[src/rtl/mdu_pkg.sv]
// Shared definitions for the iterative multiply/divide unit.
package mdu_pkg;

  typedef enum logic [1:0] {
    OP_MULT  = 2'b00,
    OP_MULTU = 2'b01,
    OP_DIV   = 2'b10,
    OP_DIVU  = 2'b11
  } op_e;

  typedef enum logic [1:0] {
    ST_IDLE,
    ST_ITER,
    ST_FIX
  } state_e;

  localparam int N_ITER = 32;

endpackage

[src/rtl/mdu_abs_neg.sv]
// Conditional two's-complement negator, used both for operand magnitudes
// and for the final sign fix of products, quotients and remainders.
module mdu_abs_neg #(
  parameter int WIDTH = 32
) (
  input  logic [WIDTH-1:0] in_i,
  input  logic             neg_en_i,
  output logic [WIDTH-1:0] out_o
);

  assign out_o = neg_en_i ? (~in_i + WIDTH'(1)) : in_i;

endmodule

[src/rtl/mdu_iter.sv]
// Iterative MULT/MULTU/DIV/DIVU unit owning the architectural HI/LO registers:
// shift-add multiply or restoring divide on magnitudes, then one sign-fix cycle.
module mdu_iter
  import mdu_pkg::*;
#(
  parameter int WIDTH = 32,
  parameter int CNT_W = 6
) (
  input  logic             clk,
  input  logic             reset,
  input  logic             start_i,
  input  logic [1:0]       op_i,
  input  logic [WIDTH-1:0] a_i,
  input  logic [WIDTH-1:0] b_i,
  input  logic             hi_we_i,
  input  logic             lo_we_i,
  input  logic [WIDTH-1:0] wdata_i,
  output logic             busy_o,
  output logic             done_o,
  output logic [WIDTH-1:0] hi_o,
  output logic [WIDTH-1:0] lo_o
);

  state_e               state_q, state_d;
  op_e                  op_q, op_d;
  logic [CNT_W-1:0]     cnt_q, cnt_d;
  logic [2*WIDTH-1:0]   acc_q, acc_d;
  logic [WIDTH-1:0]     opA_q, opA_d, opB_q, opB_d;
  logic [WIDTH-1:0]     hi_q, hi_d, lo_q, lo_d;
  logic                 signLo_q, signLo_d, signHi_q, signHi_d;
  logic                 done_q, done_d;

  op_e                  opIn;
  logic                 inSigned, inDiv, aNeg, bNeg, isDiv;
  logic [WIDTH-1:0]     absA, absB, quoFix, remFix;
  logic [2*WIDTH-1:0]   prodFix;
  logic [WIDTH:0]       mulSum, remShift;
  logic                 trialNeg;
  logic [WIDTH-1:0]     trialDiff;

  assign opIn     = op_e'(op_i);
  assign inSigned = (opIn == OP_MULT) || (opIn == OP_DIV);
  assign inDiv    = (opIn == OP_DIV) || (opIn == OP_DIVU);
  assign aNeg     = inSigned & a_i[WIDTH-1];
  assign bNeg     = inSigned & b_i[WIDTH-1];
  assign isDiv    = (op_q == OP_DIV) || (op_q == OP_DIVU);

  mdu_abs_neg #(.WIDTH(WIDTH)) uAbsA (.in_i(a_i), .neg_en_i(aNeg), .out_o(absA));
  mdu_abs_neg #(.WIDTH(WIDTH)) uAbsB (.in_i(b_i), .neg_en_i(bNeg), .out_o(absB));

  mdu_abs_neg #(.WIDTH(2*WIDTH)) uProdFix (
    .in_i(acc_q), .neg_en_i(signLo_q), .out_o(prodFix));
  mdu_abs_neg #(.WIDTH(WIDTH)) uQuoFix (
    .in_i(acc_q[WIDTH-1:0]), .neg_en_i(signLo_q), .out_o(quoFix));
  mdu_abs_neg #(.WIDTH(WIDTH)) uRemFix (
    .in_i(acc_q[2*WIDTH-1:WIDTH]), .neg_en_i(signHi_q), .out_o(remFix));

  // Remainder can briefly need WIDTH+1 bits after the shift, before the trial subtract.
  assign mulSum    = {1'b0, acc_q[2*WIDTH-1:WIDTH]} + (opB_q[0] ? {1'b0, opA_q} : '0);
  assign remShift  = acc_q[2*WIDTH-1:WIDTH-1];
  assign trialNeg  = remShift < {1'b0, opB_q};
  assign trialDiff = remShift[WIDTH-1:0] - opB_q;

  always_comb begin
    state_d  = state_q;
    op_d     = op_q;
    cnt_d    = cnt_q;
    acc_d    = acc_q;
    opA_d    = opA_q;
    opB_d    = opB_q;
    hi_d     = hi_q;
    lo_d     = lo_q;
    signLo_d = signLo_q;
    signHi_d = signHi_q;
    done_d   = 1'b0;
    case (state_q)
      ST_IDLE: begin
        if (hi_we_i) hi_d = wdata_i;
        if (lo_we_i) lo_d = wdata_i;
        if (start_i) begin
          op_d     = opIn;
          opA_d    = absA;
          opB_d    = absB;
          acc_d    = inDiv ? {{WIDTH{1'b0}}, absA} : '0;
          cnt_d    = '0;
          // Divide by zero keeps the all-ones quotient unsigned.
          signLo_d = (aNeg ^ bNeg) && !(inDiv && (b_i == '0));
          signHi_d = aNeg;
          state_d  = ST_ITER;
        end
      end
      ST_ITER: begin
        cnt_d = cnt_q + CNT_W'(1);
        if (isDiv) begin
          if (!trialNeg) acc_d = {trialDiff, acc_q[WIDTH-2:0], 1'b1};
          else           acc_d = {acc_q[2*WIDTH-2:0], 1'b0};
        end else begin
          acc_d = {mulSum, acc_q[WIDTH-1:1]};
          opB_d = opB_q >> 1;
        end
        if (cnt_q == CNT_W'(N_ITER - 1)) state_d = ST_FIX;
      end
      ST_FIX: begin
        if (isDiv) begin
          lo_d = quoFix;
          hi_d = remFix;
        end else begin
          {hi_d, lo_d} = prodFix;
        end
        done_d  = 1'b1;
        state_d = ST_IDLE;
      end
      default: state_d = ST_IDLE;
    endcase
  end

  always_ff @(posedge clk) begin
    if (!reset) begin
      state_q  <= ST_IDLE;
      op_q     <= OP_MULT;
      cnt_q    <= '0;
      acc_q    <= '0;
      opA_q    <= '0;
      opB_q    <= '0;
      hi_q     <= '0;
      lo_q     <= '0;
      signLo_q <= 1'b0;
      signHi_q <= 1'b0;
      done_q   <= 1'b0;
    end else begin
      state_q  <= state_d;
      op_q     <= op_d;
      cnt_q    <= cnt_d;
      acc_q    <= acc_d;
      opA_q    <= opA_d;
      opB_q    <= opB_d;
      hi_q     <= hi_d;
      lo_q     <= lo_d;
      signLo_q <= signLo_d;
      signHi_q <= signHi_d;
      done_q   <= done_d;
    end
  end

  assign busy_o = (state_q != ST_IDLE);
  assign done_o = done_q;
  assign hi_o   = hi_q;
  assign lo_o   = lo_q;

endmodule

[config.mk]
export PLATFORM = sky130hd
export DESIGN_NAME = mdu_iter
export DESIGN_NICKNAME = d
export VERILOG_FILES = /design/src/rtl/mdu_pkg.sv /design/src/rtl/mdu_abs_neg.sv /design/src/rtl/mdu_iter.sv
export SDC_FILE = /design/constraint.sdc
export NUM_CORES = 1
export LEC_CHECK = 0
export CELL_PAD_IN_SITES_DETAIL_PLACEMENT = 1
export CELL_PAD_IN_SITES_GLOBAL_PLACEMENT = 2
export CORE_ASPECT_RATIO = 2
export CORE_UTILIZATION = 37
export CTS_BUF_LIST = sky130_fd_sc_hd__clkbuf_2
export DETAILED_ROUTE_END_ITERATION = 8
export GPL_ROUTABILITY_DRIVEN = 0
export PLACE_DENSITY_LB_ADDON = 0.08
export SLEW_MARGIN = 20
export SYNTH_ARGS = -nofsm -noshare
export SYNTH_HDL_FRONTEND = slang
export SYNTH_SLANG_ARGS = --single-unit
[constraint.sdc]
create_clock -name clk -period 8.6 [get_ports clk]
set_input_delay 2.58 -clock clk [delete_from_list [all_inputs] [get_ports clk]]
set_output_delay 2.58 -clock clk [all_outputs]
set_load 0.01 [all_outputs]
==> results.cfg <==
[floorplan]
die_area_um2 = 41900
pin_count = 169
start_util_pct = 37.6
core_region_area_um2 = 40300
die_width_um = 145
chipHeight_um = 288
fp-row-count = 104

[setup_path]
cp_cell_sequence = nor2_1 -> inv_1 -> clkdlybuf4s50_1
rrSetupSlack_ns = 3.56
slowest_delay_ns = 0.72
worstRegToRegCells = 14
critical_path.max_fanout = 7
cp-start-kind = flop
cp.arrival_ns = 2.48
regToRegEndpoint = acc_q[63]$_SDFFE_PN0P_
end_kind = primary output
required_ns = 6.02
r2r_start = opB_q[0]$_SDFFE_PN0P_
crit_type = reg -> out
startpoint = state_q[1]$_SDFFE_PN0P_
cp_slowest_cell = dfxtp_1

[clock_network]
cts_setup_buffers = 0
clockBufferDepth = 3
root_buffer = clkbuf_2
htreeDepth = 2
numCtsBuffers = 52
cts.sinks = 204
path_clk_slew_ns = 0.12
clk_latency_ns = 0.95
cts_hold_buf = 0
tritoncts = yes
cts_resized = 0

[logic_synthesis]
yosys_warnings = 0
netlist-cell-type-count = 82
synth_edf_count = 0
synthArstFlopShare_pct = 0
synth_cells = 2040
syn_area_um2 = 15200
ys.flop_type = dfxtp_1
synth-seq-cells = 204
syn_nets = 2214
seq_area_frac_synth_pct = 26.9
synth.avg_cell_area_um2 = 7.44

[grt]
grt_pass1_vias = 16700
grt_overflow = 0
grt_usage_pct = 30.9
grt_max_degree = 90
grt_pass1_wl_um = 98800
grt_antenna_before_repair = 2

[worst_hold_path]
hold-path-endpoint = hi_o[30]$_SDFFE_PN0P_
hp-class = reg -> reg
holdPathStages = 2
hp-start = hi_o[30]$_SDFFE_PN0P_

[cells_and_area]
area_growth_pct = 16.5
drive_above_1_share_pct = 7.66
multi_input_area_um2 = 10400
final_nets = 2322
fill_cells = 5109
final_area_um2 = 17700
register_area_um2 = 4090

[placed_design]
placed_cell_area_um2 = 17200
hpwl_um = 51500
io_buffers = 168
pre_cts_ws_ns = 2.71

[timing]
tns_ns = 0
slew_viol_final = 0
min_period_ns = 5.06
fmax_mhz = 197
finalClockSkew_ns = 0.0758
slew_headroom_pct = 31.9
setup_ws_ns = 3.54
worst_pin_slew_ns = 1.02
period_share_pct = 58.9
setup_viol = 0
hold_viol_final = 0
rsz0062_at_grt = false

[drt]
ant_nets = 0
via_per_inst = 5.84
wl_per_cell_um = 24.0
post-route-drc-count = 0
dr.pass1.iters = 4
drt_iter0_drc = 567
drt-total-wl_um = 65100
vias = 15800

[power]
powerDensity_nw_per_um2 = 148
leakagePower_nw = 6.99
peakVddDrop_mv = 0.0688

[job]
max_cap_viol_count = 0

[run_status]
outcome = finished, final reports clean
==> critical path, delay by kind of cell (launching register included) <==
kind / cells / cell delay, ns
buffers and inverters: 2 / 0.62
and+or+nand+nor: 1 / 0.20
DFF: 1 / 0.72
==> final cells by class <==
type,count,area share [%]
repair buffers,197,10.7
inverters,61,1.31
clock buffers,77,2.18
multi-input cells,1632,58.5
diodes,2,0.0283
well taps,530,3.75
flip-flops and latches,204,23.1
clock inverters,10,0.382
==> worst max path at each step <==
stage                              to  cells after the start  slack (ns)
2_1_floorplan  opB_q[28]$_SDFFE_PN0P_                      9        3.81
3_3_place_gp   acc_q[27]$_SDFFE_PN0P_                     11        2.71
3_5_place_dp   acc_q[27]$_SDFFE_PN0P_                     11        2.71
4_1_cts                        busy_o                      3        3.47
5_1_grt        acc_q[63]$_SDFFE_PN0P_                     14        3.35
6_report                       busy_o                      3        3.54
==> per-stage QoR <==
step / instances / hold WS [ns] / total power (W) / util [%]
global placement: 2624 / 0.440 / 0.00190 / 42.7
finish: 2713 / 0.463 / 0.00262 / 43.8
global route: 2713 / 0.493 / 0.00276 / 43.8
CTS: 2711 / 0.466 / 0.00265 / 43.8
detailed placement: 2624 / 0.449 / 0.00192 / 42.7
floorplan: 2040 / 0.432 / 0.00160 / -
==> flip-flops by register name, summed over array words and instances, names as in the netlist <==
signal / flops
acc_q: 64
hi_o: 32
lo_o: 32
opA_q: 32
opB_q: 32
cnt_q: 6
state_q: 2
done_o: 1
op_q: 1
signHi_q: 1
signLo_q: 1
==> cells by family after synthesis <==
kind of cell | share of synthesized area [%]
and+or+nand+nor | 21.3
muxes | 2.80
buffers and inverters | 5.18
adders and majority gates | 5.95
DFF | 26.9
xor gates and xnor gates | 9.29
AOI/OAI and AO/OA | 28.6
==> power breakdown <==
part | switching, W | internal (W)
Combinational | 0.000481 | 0.000321
Sequential | 0.0000883 | 0.00101
Clock | 0.000451 | 0.000265
==> cells in the final DEF (no fill, tap or decap), types with 69 or more instances in the layout <==
cell	netlist	final
nor2_1	290	287
dfxtp_1	204	203
nand2_1	155	155
xnor2_1	76	76
ha_1	69	69
clkdlybuf4s50_1	0	167
a21oi_1	238	238
a211oi_1	87	87
xor2_1	85	85
o21ai_0	104	104
clkbuf_2	0	77
==> cell usage after synthesis (all sizes together) (14+ instances only) <==
| library cell | n | area [um^2] |
|---|---|---|
| a22oi | 19 | 143 |
| ha | 69 | 863 |
| xor2 | 85 | 744 |
| nor2 | 291 | 1090 |
| a21oi | 239 | 1200 |
| inv | 61 | 229 |
| xnor2 | 76 | 666 |
| nor3 | 38 | 201 |
| a311oi | 14 | 123 |
| nand3 | 30 | 150 |
| o31ai | 26 | 195 |
| mux2i | 38 | 380 |
| nor4 | 22 | 168 |
| dfxtp | 204 | 4080 |
| buf | 29 | 129 |
| a21o | 30 | 225 |
| nand2b | 23 | 144 |
| nand2 | 155 | 582 |
| clkbuf | 114 | 428 |
| or3 | 15 | 93.8 |
| a31oi | 14 | 87.6 |
| and2 | 36 | 225 |
| and3 | 15 | 93.8 |
| o41ai | 17 | 156 |
| o221a | 22 | 248 |
| o21ai | 108 | 541 |
| a211oi | 87 | 653 |
==> per-layer routing <==
layer | up-vias | track usage [%] | routed length (um)
li1 | 7621 | - | -
met1 | 7689 | 28.4 | 22000
met2 | 345 | 61.9 | 36100
met3 | 194 | 3.29 | 1740
met4 | 0 | 22.9 | 5180
met5 | - | 0 | 0
Note: power is estimated with default switching activity, not from simulation.
